## src/rtl/servant_bootloader.sv

```systemverilog
// Boot loader: packs an incoming byte stream into little-endian 32-bit words and
// writes them to RAM over Wishbone while holding the CPU in reset, then releases it.
module servant_bootloader #(
    parameter int memsize = 8192,
    parameter int aw      = $clog2(memsize)
) (
    input  logic          wb_clk,
    input  logic          wb_rst,
    input  logic [7:0]    i_data,
    input  logic          i_valid,
    output logic          o_ready,
    input  logic          i_done,
    output logic [aw-1:0] o_wb_adr,
    output logic [31:0]   o_wb_dat,
    output logic [3:0]    o_wb_sel,
    output logic          o_wb_we,
    output logic          o_wb_cyc,
    input  logic          i_wb_ack,
    output logic          o_cpu_rst,
    output logic          o_overflow
);

    // S_RECOV is the idle cycle after an ack; it decides between LOAD and RUN.
    typedef enum logic [1:0] {S_LOAD, S_WRITE, S_RECOV, S_RUN} state_t;

    localparam logic [aw-1:0] LAST_ADR = aw'(memsize - 4);
    localparam logic [aw-1:0] WORD_INC = aw'(4);

    state_t        state_q, state_d;
    logic [1:0]    idx_q, idx_d;
    logic [aw-1:0] adr_q, adr_d;
    logic [31:0]   dat_q, dat_d;
    logic [3:0]    sel_q, sel_d;
    logic          cyc_q, cyc_d;
    logic          cpu_rst_q, cpu_rst_d;
    logic          ovf_q, ovf_d;
    logic          pend_q, pend_d;
    logic          full_q, full_d;

    logic xfer;
    logic keep;
    logic has_bytes;

    assign xfer      = i_valid && (state_q == S_LOAD);
    // Once the last RAM word has been written, accepted bytes are discarded.
    assign keep      = xfer && !full_q;
    assign has_bytes = keep || (idx_q != 2'd0);

    always_comb begin
        state_d   = state_q;
        idx_d     = idx_q;
        adr_d     = adr_q;
        dat_d     = dat_q;
        sel_d     = sel_q;
        cyc_d     = cyc_q;
        cpu_rst_d = cpu_rst_q;
        ovf_d     = ovf_q;
        pend_d    = pend_q;
        full_d    = full_q;

        case (state_q)
            S_LOAD: begin
                if (xfer && full_q) begin
                    ovf_d = 1'b1;
                end
                if (keep) begin
                    dat_d[{idx_q, 3'b000} +: 8] = i_data;
                    sel_d[idx_q]                = 1'b1;
                    idx_d                       = idx_q + 2'd1;
                end
                // A done strobe with a partial word flushes it before RUN.
                if ((keep && (idx_q == 2'd3)) || (i_done && has_bytes)) begin
                    state_d = S_WRITE;
                    cyc_d   = 1'b1;
                    pend_d  = i_done;
                end else if (i_done) begin
                    state_d   = S_RUN;
                    cpu_rst_d = 1'b0;
                end
            end

            S_WRITE: begin
                if (i_done) begin
                    pend_d = 1'b1;
                end
                if (i_wb_ack) begin
                    cyc_d   = 1'b0;
                    sel_d   = 4'd0;
                    dat_d   = 32'd0;
                    idx_d   = 2'd0;
                    state_d = S_RECOV;
                    if (adr_q == LAST_ADR) begin
                        full_d = 1'b1;
                    end else begin
                        adr_d = adr_q + WORD_INC;
                    end
                end
            end

            S_RECOV: begin
                if (pend_q || i_done) begin
                    state_d   = S_RUN;
                    cpu_rst_d = 1'b0;
                end else begin
                    state_d = S_LOAD;
                end
            end

            default: begin
            end
        endcase
    end

    always_ff @(posedge wb_clk) begin
        if (wb_rst) begin
            state_q   <= S_LOAD;
            idx_q     <= 2'd0;
            adr_q     <= '0;
            dat_q     <= 32'd0;
            sel_q     <= 4'd0;
            cyc_q     <= 1'b0;
            cpu_rst_q <= 1'b1;
            ovf_q     <= 1'b0;
            pend_q    <= 1'b0;
            full_q    <= 1'b0;
        end else begin
            state_q   <= state_d;
            idx_q     <= idx_d;
            adr_q     <= adr_d;
            dat_q     <= dat_d;
            sel_q     <= sel_d;
            cyc_q     <= cyc_d;
            cpu_rst_q <= cpu_rst_d;
            ovf_q     <= ovf_d;
            pend_q    <= pend_d;
            full_q    <= full_d;
        end
    end

    assign o_ready    = (state_q == S_LOAD);
    assign o_wb_adr   = adr_q;
    assign o_wb_dat   = dat_q;
    assign o_wb_sel   = sel_q;
    assign o_wb_we    = cyc_q;
    assign o_wb_cyc   = cyc_q;
    assign o_cpu_rst  = cpu_rst_q;
    assign o_overflow = ovf_q;

endmodule

```

## config.mk

```make
export PLATFORM = sky130hd
export DESIGN_NAME = servant_bootloader
export DESIGN_NICKNAME = d
export VERILOG_FILES = /design/src/rtl/servant_bootloader.sv
export SDC_FILE = /design/constraint.sdc
export NUM_CORES = 1
export LEC_CHECK = 0
export BUFFER_PORTS_ARGS = -buffer_cell sky130_fd_sc_hd__buf_2
export CORE_MARGIN = 3
export CORE_UTILIZATION = 53
export CTS_BUF_LIST = sky130_fd_sc_hd__clkbuf_16
export DETAILED_ROUTE_END_ITERATION = 12
export PLACE_DENSITY = 0.8
export SETUP_SLACK_MARGIN = 0.3
export SYNTH_ARGS = -nofsm -noshare
export SYNTH_HDL_FRONTEND = slang
export SYNTH_SLANG_ARGS = --single-unit
```

## constraint.sdc

```tcl
create_clock -name wb_clk -period 3.25 [get_ports wb_clk]
set_clock_uncertainty 0.15 [all_clocks]
set_input_delay 0.1625 -clock wb_clk [delete_from_list [all_inputs] [get_ports wb_clk]]
set_output_delay 0.1625 -clock wb_clk [all_outputs]
set_load 0.03 [all_outputs]
```

# Word level (Yosys, flattened, before mapping)
# Index checks and enable logic that the tools add are counted.
# Widths: inputs -> output; s select.
# totals
reg_bits	58
in_bits	13
output_inout_bits	54
# classes
addsub	3
order_cmp	2
eq_ne	12
shifts	2
mux	27
bitwise	2
reduce_logical	23
# op_table
op	n
$mux 32	2
$pmux 32 s2	1
$bwmux 32	1
$shift 8x7->32 const A	1
$shiftx 8x7->32	1
$reduce_and 3->1	6
$add 13x3->13 const B	1
$eq 13x13->1 const B	1
$mux 2	6
$ne 2x2->1 const B	5
$mux 1	8
$mux 4	2
$pmux 4 s2	1
$neg 5->7	1
$logic_and 1x1->1	6
$pmux 1 s2	3
$pmux 2 s3	1
$reduce_bool 2->1	3
$eq 2x2->1 const B	2
$ne 2x1->1 const B	2
$or 4x4->4	1
$pmux 2 s2	1
$reduce_and 4->1	1
$logic_or 1x1->1	3
other kinds (11)	11

# Depth between registers and ports, before layout
# Gate-level depths: netlist of the first run.
# logic_depth
depth_word	8
ltp_mapped	9
depth_no_buf	6

# Worst setup path before layout of the first run
# OpenSTA, ideal clock, no wires.
# synth_path
kind	flip-flop to flip-flop
from	reg idx_q[0]
to	reg dat_q[10] (netlist: o_wb_dat[10])
setup_ns	0.070
t_arrival_ns	2.105
required_ns	3.030
setup_slack_ns	0.925
stages_incl_launch_ff	8
synth_period_minus_slack_ns	2.325
path_cell_list	dfxtp_1 clkbuf_1 inv_1 ha_1 or3b_1 nor2_1 o211ai_1 a21oi_1
# synth_via
elab_chain_len	5
elab_cells_between_ends	6
# synth_rtl
element	line_no	rtl
start: declaration	30	logic [1:0] idx_q, idx_d;
start signal: assignment	128	idx_q <= idx_d;
$neg 5->7 (*)	67	dat_d[{idx_q, 3'b000} +: 8] = i_data;
$shiftx 8x7->32 / $shift 8x7->32 (equally long branches)	67	
$bwmux 32 (*)	67	
$mux 32 (*)	66	if (keep) begin
$pmux 32 s2 (*)	61	case (state_q)
end signal: assignment	130	dat_q <= dat_d;
end: declaration	32	logic [31:0] dat_q, dat_d;
# Every way passes the cells marked *; elsewhere a longest branch is shown, timed or not. The select of a mux whose other input is x is not followed.
# A chain may end at the register's enable or synchronous reset.

# Worst setup path after layout of the first run
# layout_path
from	reg idx_q[0]
to	reg dat_q[12] (netlist: o_wb_dat[12])
# Same word-level chain as after synthesis.

==> results of run 1 <==
[cells by family after synthesis]
| kind of cell | after synthesis | synth area share |
|---|---|---|
| flops | 56 | 0.418 |
| compound gates | 100 | 0.244 |
| xor+xnor | 3 | 0.00980 |
| fa+ha+maj | 10 | 0.0467 |
| buf+inv | 33 | 0.0546 |
| mux | 2 | 0.00793 |
| other cells | 1 | 0.00140 |
| simple gates | 108 | 0.218 |
[worst register-to-register path, stage by stage, from the launching register on]
cell	delay [ns]
dfxtp_1	0.58
inv_1	0.15
ha_1	0.39
or3b_1	0.43
nor2_1	0.45
o211ai_1	0.18
a21oi_1	0.16
[sequential cells by signal (all words and copies together), names as in the netlist]
| name | cells |
|---|---|
| o_wb_adr | 11 |
| o_wb_sel | 4 |
| o_overflow | 1 |
| full_q | 1 |
| state_q | 2 |
| idx_q | 2 |
| o_wb_cyc | 1 |
| o_cpu_rst | 1 |
| o_wb_dat | 32 |
| pend_q | 1 |
[final timing paths]
path | slack [ns] | to | from | cells past startpoint
setup / recovery | 0.68 | o_wb_dat[12] | idx_q[0] | 6
hold reg to reg | 0.31 | o_wb_dat[19] | o_wb_dat[19] | 2
setup reg to reg | 0.68 | o_wb_dat[12] | idx_q[0] | 6
hold / removal | 0.04 | o_overflow | i_valid | 3
[layer usage]
| metal | global-route usage | up-vias | share of wire |
|---|---|---|---|
| met2 | 0.355 | 82 | 0.48 |
| met4 | 0.0463 | 0 | 0.0076 |
| met3 | 0.0469 | 4 | 0.064 |
| li1 | - | 1253 | - |
| met1 | 0.292 | 1177 | 0.45 |
| met5 | 0 | - | 0 |
[power by group through the flow]
stage / Sequential (W) / Combinational (W) / Clock, W
floorplan: 0.000905 / 0.000538 / 0
global placement: 0.000825 / 0.000773 / 0
detailed placement: 0.000830 / 0.000779 / 0
CTS: 0.000815 / 0.000784 / 0.000519
global route: 0.000826 / 0.000866 / 0.000546
finish: 0.000816 / 0.000786 / 0.000504
[placed cells by master, fill, tap and decap left out, types with 3 or more instances in the layout]
| cell type | instances |
|---|---|
| nand2_1 | 13 |
| ha_1 | 10 |
| xnor2_1 | 3 |
| o211ai_1 | 30 |
| buf_4 | 3 |
| inv_1 | 9 |
| nor3_1 | 8 |
| a21oi_1 | 43 |
| buf_2 | 64 |
| o21ai_0 | 3 |
| a31oi_1 | 3 |
| nand4_1 | 3 |
| nor2b_1 | 4 |
| nor2_1 | 19 |
| and2_1 | 3 |
| clkbuf_16 | 5 |
| nand2b_1 | 3 |
| nand3_1 | 37 |
| dfxtp_1 | 56 |
[final cells by class]
class / instances / share of cell area
well taps: 67 / 0.0268
flip-flops and latches: 56 / 0.358
clock buffers: 5 / 0.0400
clock inverters: 3 / 0.00360
multi-input cells: 225 / 0.453
inverters: 7 / 0.00840
repair buffers: 67 / 0.110
[metrics by stage]
step | hold slack (ns) | cells
after floorplan | 0.164 | 314
after global placement | 0.296 | 422
after detailed placement | 0.302 | 422
after CTS | 0.0423 | 430
after global routing | 0.0642 | 430
final | 0.0443 | 430
==> results.json, run 1 <==
{
  "crit_required_ns": 3.31,
  "finalCritPeriodShare": 0.790,
  "crit_family": "simple AND/OR/NAND/NOR gates",
  "vias": 2516,
  "first_global_vias": 2254,
  "synth_edf_count": 0,
  "setup_tns_ns": 0,
  "n_fill_cell": 455,
  "syn-mean-instance-area_um2": 8.57,
  "layout_setup_ws_ns": 0.682,
  "cts.sinks": 56,
  "place_ws_ns": 0.736,
  "cp_cell_sequence": "inv_1 > ha_1 > or3b_1 > nor2_1 > o211ai_1 > a21oi_1",
  "ir_worst_vdd_v": 0.000645,
  "htreeDepth": 2,
  "drt_iter0_drc": 172,
  "wire_per_inst_um": 15.0,
  "final_max_slew_viol_count": 0,
  "yosysMostFrequentCell": "dfxtp_1",
  "grt_first_pass_wirelength_um": 10700,
  "hp-class": "in2reg",
  "start_util": 0.557,
  "powerDensity_nw_per_um2": 673,
  "ctsRootBufferMaster": "clkbuf_16",
  "internal_power_w": 0.00128,
  "ys.flop_type": "dfxtp_1",
  "synthToLayoutAreaGrowth_pct": 16.7,
  "clock_path_buffers": 2,
  "clk_pin_slew_ns": 0.07,
  "cts_buffers": 5,
  "postCtsResizedCells": 0,
  "fp.coreArea_um2": 4820,
  "cp.arrival_ns": 2.63,
  "clock_latency_ns": 0.29,
  "synth_cell_type_count": 53,
  "grt_max_degree": 60,
  "post_cts_buffers": 0,
  "worstSetupPathType": "reg2reg",
  "startpoint_type": "flip-flop",
  "rsz0062_at_grt": "no",
  "fmax_mhz": 389,
  "worst_slew_pin_slew_ns": 1.03,
  "max_stage_delay_ns": 0.58,
  "hold_buffers": 0,
  "hold_violations": 0,
  "overflow": 0,
  "leakagePower_nw": 1.23,
  "async_flop_share": 0,
  "placed_area_um2": 2990,
  "syn-cell-area_um2": 2680,
  "placement.io_buffers": 64,
  "finalNetCount": 385,
  "regArea_um2": 1120,
  "die-area_um2": 5950,
  "diodes": 0,
  "path_buf_inv": 1,
  "wl_um": 6470,
  "antenna_found_initial": 0,
  "max_cap_violations": 0,
  "ant_nets": 0,
  "dieWidth_um": 77.1,
  "drive_gt1_frac": 0.218,
  "synth_top_area_frac": 0.418,
  "power.switching_w": 0.000825,
  "end_kind": "flip-flop",
  "yosysTopAreaCell": "dfxtp_1",
  "worstPathMaxFanout": 10,
  "ys_top_cells_by_count": "dfxtp_1 (56), a21oi_1 (43), nand3_1 (37), o211ai_1 (30), nor2_1 (19)",
  "multi_input_area_um2": 1420,
  "fin_crit_ns": 2.57,
  "setup_viol": 0,
  "combPwrFrac": 0.373,
  "ys_top_cells_by_area": "dfxtp_1 (42%), o211ai_1 (8.4%), a21oi_1 (8.0%)",
  "die_h_um": 77.1,
  "clkPwrFrac": 0.239,
  "viasPerCell": 5.85,
  "fin_util": 0.649,
  "drc": 0,
  "status": "complete, no violations",
  "ys_warn_count": 0,
  "cp_slowest_cell": "dfxtp_1",
  "relSlewSlack": 0.310,
  "cts_tree": "done",
  "dp_hpwl_um": 4400,
  "finalInstanceArea_um2": 3130,
  "ys_seq_area_frac": 0.418,
  "grt.total_usage": 0.216,
  "gp_congestion": 0.844,
  "io_pins": 67,
  "synth_cells": 313,
  "p_total_w": 0.00211,
  "dr.pass1.iters": 4,
  "p_sw_frac": 0.392,
  "num_rows": 25,
  "ys_ff_latch": 56,
  "seqPwrFrac": 0.387
}
Power figures use the tool's default switching activity.
==> run 2: changes to the inputs <==
clock period = 2.6 ns   (was 3.25 ns; I/O delays follow)
==> run 2 against run 1 <==
  * Worst hold slack got worse by 0.032 ns
  * Combinational power increased by 35%
  * Power increased by 30%
  * Sequential power increased by 23%
  * Highest routed layer unchanged
  * Core utilization increased by 1.5 points
  * Cell count increased by 1.2%
  * Worst setup slack got worse by 0.23 ns
  * Non-clock buffer count increased by 5
  * Critical path type unchanged
  * Register-to-register slack got worse by 0.23 ns
==> results.json, run 2 (synthesis results as in run 1) <==
{
  "status": "complete, no violations",
  "gp_congestion": 0.844,
  "setup_viol": 0,
  "max_cap_violations": 0,
  "r2r_start": "state_q[1]",
  "wire_per_inst_um": 14.7,
  "worstSetupPathType": "reg2reg",
  "clk_pin_slew_ns": 0.07,
  "powerDensity_nw_per_um2": 853,
  "overflow": 0,
  "fp.coreArea_um2": 4820,
  "leakagePower_nw": 1.26,
  "final_common_cell": "buf_2",
  "dieWidth_um": 77.1,
  "start_util": 0.557,
  "crit_required_ns": 2.67,
  "finalNetCount": 390,
  "drive_gt1_frac": 0.245,
  "antenna_found_initial": 0,
  "die-area_um2": 5950,
  "whs_path_depth": 3,
  "vias": 2547,
  "clock_latency_ns": 0.29,
  "dr.pass1.iters": 4,
  "reg2reg_depth": 7,
  "grt.total_usage": 0.225,
  "fin_crit_ns": 2.15,
  "finalCritPeriodShare": 0.827,
  "worst_r2r_endpoint": "o_wb_dat[16]",
  "wl_um": 6410,
  "cts_buffers": 5,
  "final_max_slew_viol_count": 0,
  "io_pins": 67,
  "min_from": "i_valid",
  "hp-class": "in2reg",
  "clock_path_buffers": 2,
  "num_rows": 25,
  "drt_iter0_drc": 125,
  "largest_register_ffs": 32,
  "grt_max_degree": 33,
  "placement.io_buffers": 64,
  "ant_nets": 0,
  "first_global_vias": 2383,
  "post_cts_buffers": 0,
  "cp.arrival_ns": 2.22,
  "final_cell_mix": "buf_2 (64), dfxtp_1 (55), a21oi_1 (43)",
  "r2r_setup_slack_ns": 0.45,
  "dp_cells": 426,
  "synthToLayoutAreaGrowth_pct": 19.3,
  "cts.sinks": 56,
  "ir_worst_vdd_v": 0.000784,
  "viasPerCell": 5.86,
  "setup_tns_ns": 0,
  "n_fill_cell": 422,
  "fmax_mhz": 465,
  "ctsRootBufferMaster": "clkbuf_16",
  "drc": 0,
  "hold_end": "o_overflow",
  "diodes": 0,
  "fin_cells": 435,
  "htreeDepth": 2,
  "relSlewSlack": 0.538,
  "cts_tree": "done",
  "dp_hpwl_um": 4600,
  "grt_first_pass_wirelength_um": 11100,
  "worst_slew_pin_slew_ns": 0.687,
  "worstPathMaxFanout": 8,
  "startpoint_type": "flip-flop",
  "rsz0062_at_grt": "no",
  "end_kind": "flip-flop",
  "hold_violations": 0,
  "die_h_um": 77.1
}
==> run 2: power by group <==
group	switching (W)	total, W	internal [W]
clock	0.000306	0.000665	0.000359
combinational	0.000699	0.00106	0.000365
sequential	0.0000560	0.00100	0.000944
==> run 2: how the worst max path moves through the flow <==
stage | depth (start not counted) | start | endpoint
2_1_floorplan | 7 | idx_q[0] | o_wb_dat[21]
4_1_cts | 7 | state_q[1] | o_wb_dat[16]
3_3_place_gp | 6 | state_q[1] | o_wb_dat[17]
3_5_place_dp | 6 | state_q[1] | o_wb_dat[15]
5_1_grt | 7 | state_q[1] | o_wb_dat[22]
6_report | 7 | state_q[1] | o_wb_dat[16]
==> run 2: area by class of cell <==
cell class | count | area [um2] | area share
sequential | 56 | 1120 | 0.351
timing repair buffer | 72 | 395 | 0.124
inverter | 7 | 26.3 | 0.00822
multi-input combinational | 225 | 1420 | 0.445
clock buffer | 5 | 125 | 0.0391
clock inverter | 3 | 21.3 | 0.00665
tap | 67 | 83.8 | 0.0262
==> run 2: repair_timing <==
item / CTS / global route
pin swaps: 0 / 1
hold buffers: 1 / 0
gates resized for setup: 1 / 2
cloned: 0 / 0
hold endpoints to repair: 1 / 0
endpoints found under the setup margin: 6 / 10
==> run 2: worst max-delay path, cell delays in order, from the launching register on <==
cell and delay, ns:
dfxtp_1 0.37, inv_1 0.08, ha_2 0.21, buf_4 0.17, or3b_1 0.44, nor3b_4 0.34
o211ai_1 0.15, a21oi_1 0.16
==> run 2: layer usage <==
layer	global-route usage	wire, um	up-vias
met4	0.0801	117	0
met1	0.287	2840	1180
met2	0.372	3040	90
met5	0	0	-
li1	-	-	1268
met3	0.0493	422	9
==> run 2: metrics by stage <==
step	setup WS (ns)	cell area, um2	hold WS [ns]	power [W]	utilization
2_1_floorplan	0.408	2690	0.132	0.00181	-
3_3_place_gp	0.423	3040	0.291	0.00205	0.630
3_5_place_dp	0.291	3040	0.304	0.00207	0.630
4_1_cts	0.374	3190	0.00168	0.00274	0.663
5_1_grt	0.317	3200	0.0125	0.00292	0.664
6_report	0.451	3200	0.0124	0.00273	0.664
==> run 3: changes to the inputs <==
clock period = 2.2 ns   (was 2.6 ns; I/O delays follow)
==> run 3 against run 2 <==
  * Clock power rose by 21%
  * Power rose by 37%
  * Maximum frequency rose by 9.4%
  * Global-route usage rose by 4.1 points
  * Clock-buffer cell count did not move
  * Via count rose by 10%
  * Largest cell class unchanged
  * Highest routed layer unchanged
==> results.json, run 3 (synthesis results as in run 1) <==
{
  "startpoint_type": "flip-flop",
  "dr.pass1.iters": 5,
  "hp-class": "in2reg",
  "vias": 2814,
  "relSlewSlack": 0.546,
  "worst_slew_pin_slew_ns": 0.680,
  "grt.total_usage": 0.266,
  "final_cell_mix": "buf_2 (64), dfxtp_1 (50), a21oi_1 (43)",
  "start_util": 0.557,
  "antenna_found_initial": 0,
  "setup_tns_ns": 0,
  "n_fill_cell": 362,
  "num_rows": 25,
  "end_kind": "flip-flop",
  "max_cap_violations": 0,
  "crit_family": "simple AND/OR/NAND/NOR gates",
  "grt_first_pass_wirelength_um": 13000,
  "viasPerCell": 6.06,
  "wl_met2_um": 3970,
  "clock_latency_ns": 0.30,
  "multi_input_area_um2": 1540,
  "cp_cell_sequence": "inv_2 > ha_4 > buf_6 > nor4bb_4 > buf_4 > and2_4 > o211ai_1 > a21oi_1",
  "fp.coreArea_um2": 4820,
  "ir_worst_vdd_v": 0.000677,
  "ctsRootBufferMaster": "clkbuf_16",
  "clk_pin_slew_ns": 0.07,
  "largest_register_ffs": 32,
  "cp_slowest_cell": "nor4bb_4",
  "worstSetupPathType": "reg2reg",
  "overflow": 0,
  "regArea_um2": 1130,
  "met3_wirelength_um": 518,
  "first_global_vias": 2608,
  "fmax_mhz": 509,
  "placement.io_buffers": 64,
  "clock_path_buffers": 2,
  "wl_um": 8090,
  "cts.sinks": 56,
  "cts_tree": "done",
  "gp_congestion": 0.818,
  "htreeDepth": 2,
  "grt_max_degree": 38,
  "rsz0062_at_grt": "yes",
  "fin_crit_ns": 1.96,
  "die-area_um2": 5950,
  "fin_cells": 464,
  "drt_iter0_drc": 370,
  "crit_required_ns": 2.27,
  "ant_nets": 0,
  "cts_buffers": 5,
  "wire_per_inst_um": 17.4,
  "leakagePower_nw": 1.42,
  "finalNetCount": 419,
  "cp.arrival_ns": 2.03,
  "worstPathMaxFanout": 8,
  "dp_hpwl_um": 4730,
  "max_stage_delay_ns": 0.36,
  "dieWidth_um": 77.1,
  "dr.max_layer_used": "met4",
  "die_h_um": 77.1,
  "status": "complete, no violations",
  "hold_violations": 0,
  "finalCritPeriodShare": 0.893,
  "io_pins": 67,
  "setup_viol": 0,
  "final_max_slew_viol_count": 0,
  "final_common_cell": "buf_2",
  "diodes": 0,
  "dp_cells": 430,
  "path_buf_inv": 3,
  "drive_gt1_frac": 0.340,
  "powerDensity_nw_per_um2": 1040,
  "met1Wirelength_um": 3420,
  "synthToLayoutAreaGrowth_pct": 33.6,
  "drc": 0
}
[run 3: cell types whose count changed in the layout (fill, tap and decap cells not counted), moves of 4 or more]
cell / delta
buf_4: +17
dlygate4sd3_1: +8
dfxtp_1: -5
nand2_1: -5
nand2_2: +5
buf_6: +4
dfxtp_2: +4
[run 3: metrics by stage]
step	total power, W	area [um2]	setup WS [ns]	util	hold WS, ns
after floorplan	0.00222	2740	0.250	-	0.120
after global placement	0.00251	3100	0.140	0.644	0.274
after detailed placement	0.00252	3100	0.0600	0.644	0.276
after CTS	0.00358	3520	0.281	0.731	0.00100
after global routing	0.00388	3580	0.170	0.743	0.00752
final	0.00373	3580	0.236	0.743	0.00689
[run 3: routing by layer]
metal	global-route usage	up-vias
met5	0	-
met4	0.116	0
met3	0.0469	18
met2	0.432	139
met1	0.346	1341
li1	-	1316
[run 3: worst register-to-register path, delay by kind of cell, from the launching register on]
| kind | cells | cell delay, ns |
|---|---|---|
| buffers and inverters | 3 | 0.40 |
| adder cells (fa/ha/maj) | 1 | 0.17 |
| flip-flops | 1 | 0.34 |
| AND/OR/NAND/NOR | 2 | 0.56 |
| AO/OA/AOI/OAI | 2 | 0.26 |
[run 3: path summary, 6_finish.rpt]
check / startpoint / endpoint / slack, ns / cells after the start
max: state_q[1] / o_wb_dat[5] / 0.24 / 8
min: i_data[2] / o_wb_dat[10] / 0.007 / 3
max reg2reg: state_q[1] / o_wb_dat[5] / 0.24 / 8
min reg2reg: o_wb_dat[30] / o_wb_dat[30] / 0.32 / 2
[run 3: power by group]
part           switching (W)  internal [W]
clock               0.000379      0.000425
combinational        0.00102      0.000698
sequential         0.0000802       0.00112
total                0.00148       0.00225
[run 3: what timing repair did]
item,CTS,global route
pin swaps,6,35
hold buffers,8,1
gates resized for setup,28,12
setup endpoints to repair,41,46
setup buffers,15,1
hold endpoints to repair,8,1
cloned,1,0
[run 3: final cells by class]
| type | count | share of cell area |
|---|---|---|
| repair buffers | 101 | 0.181 |
| clock inverters | 3 | 0.00594 |
| flip-flops and latches | 56 | 0.316 |
| multi-input cells | 225 | 0.431 |
| clock buffers | 5 | 0.0349 |
| inverters | 7 | 0.00804 |
| well taps | 67 | 0.0234 |
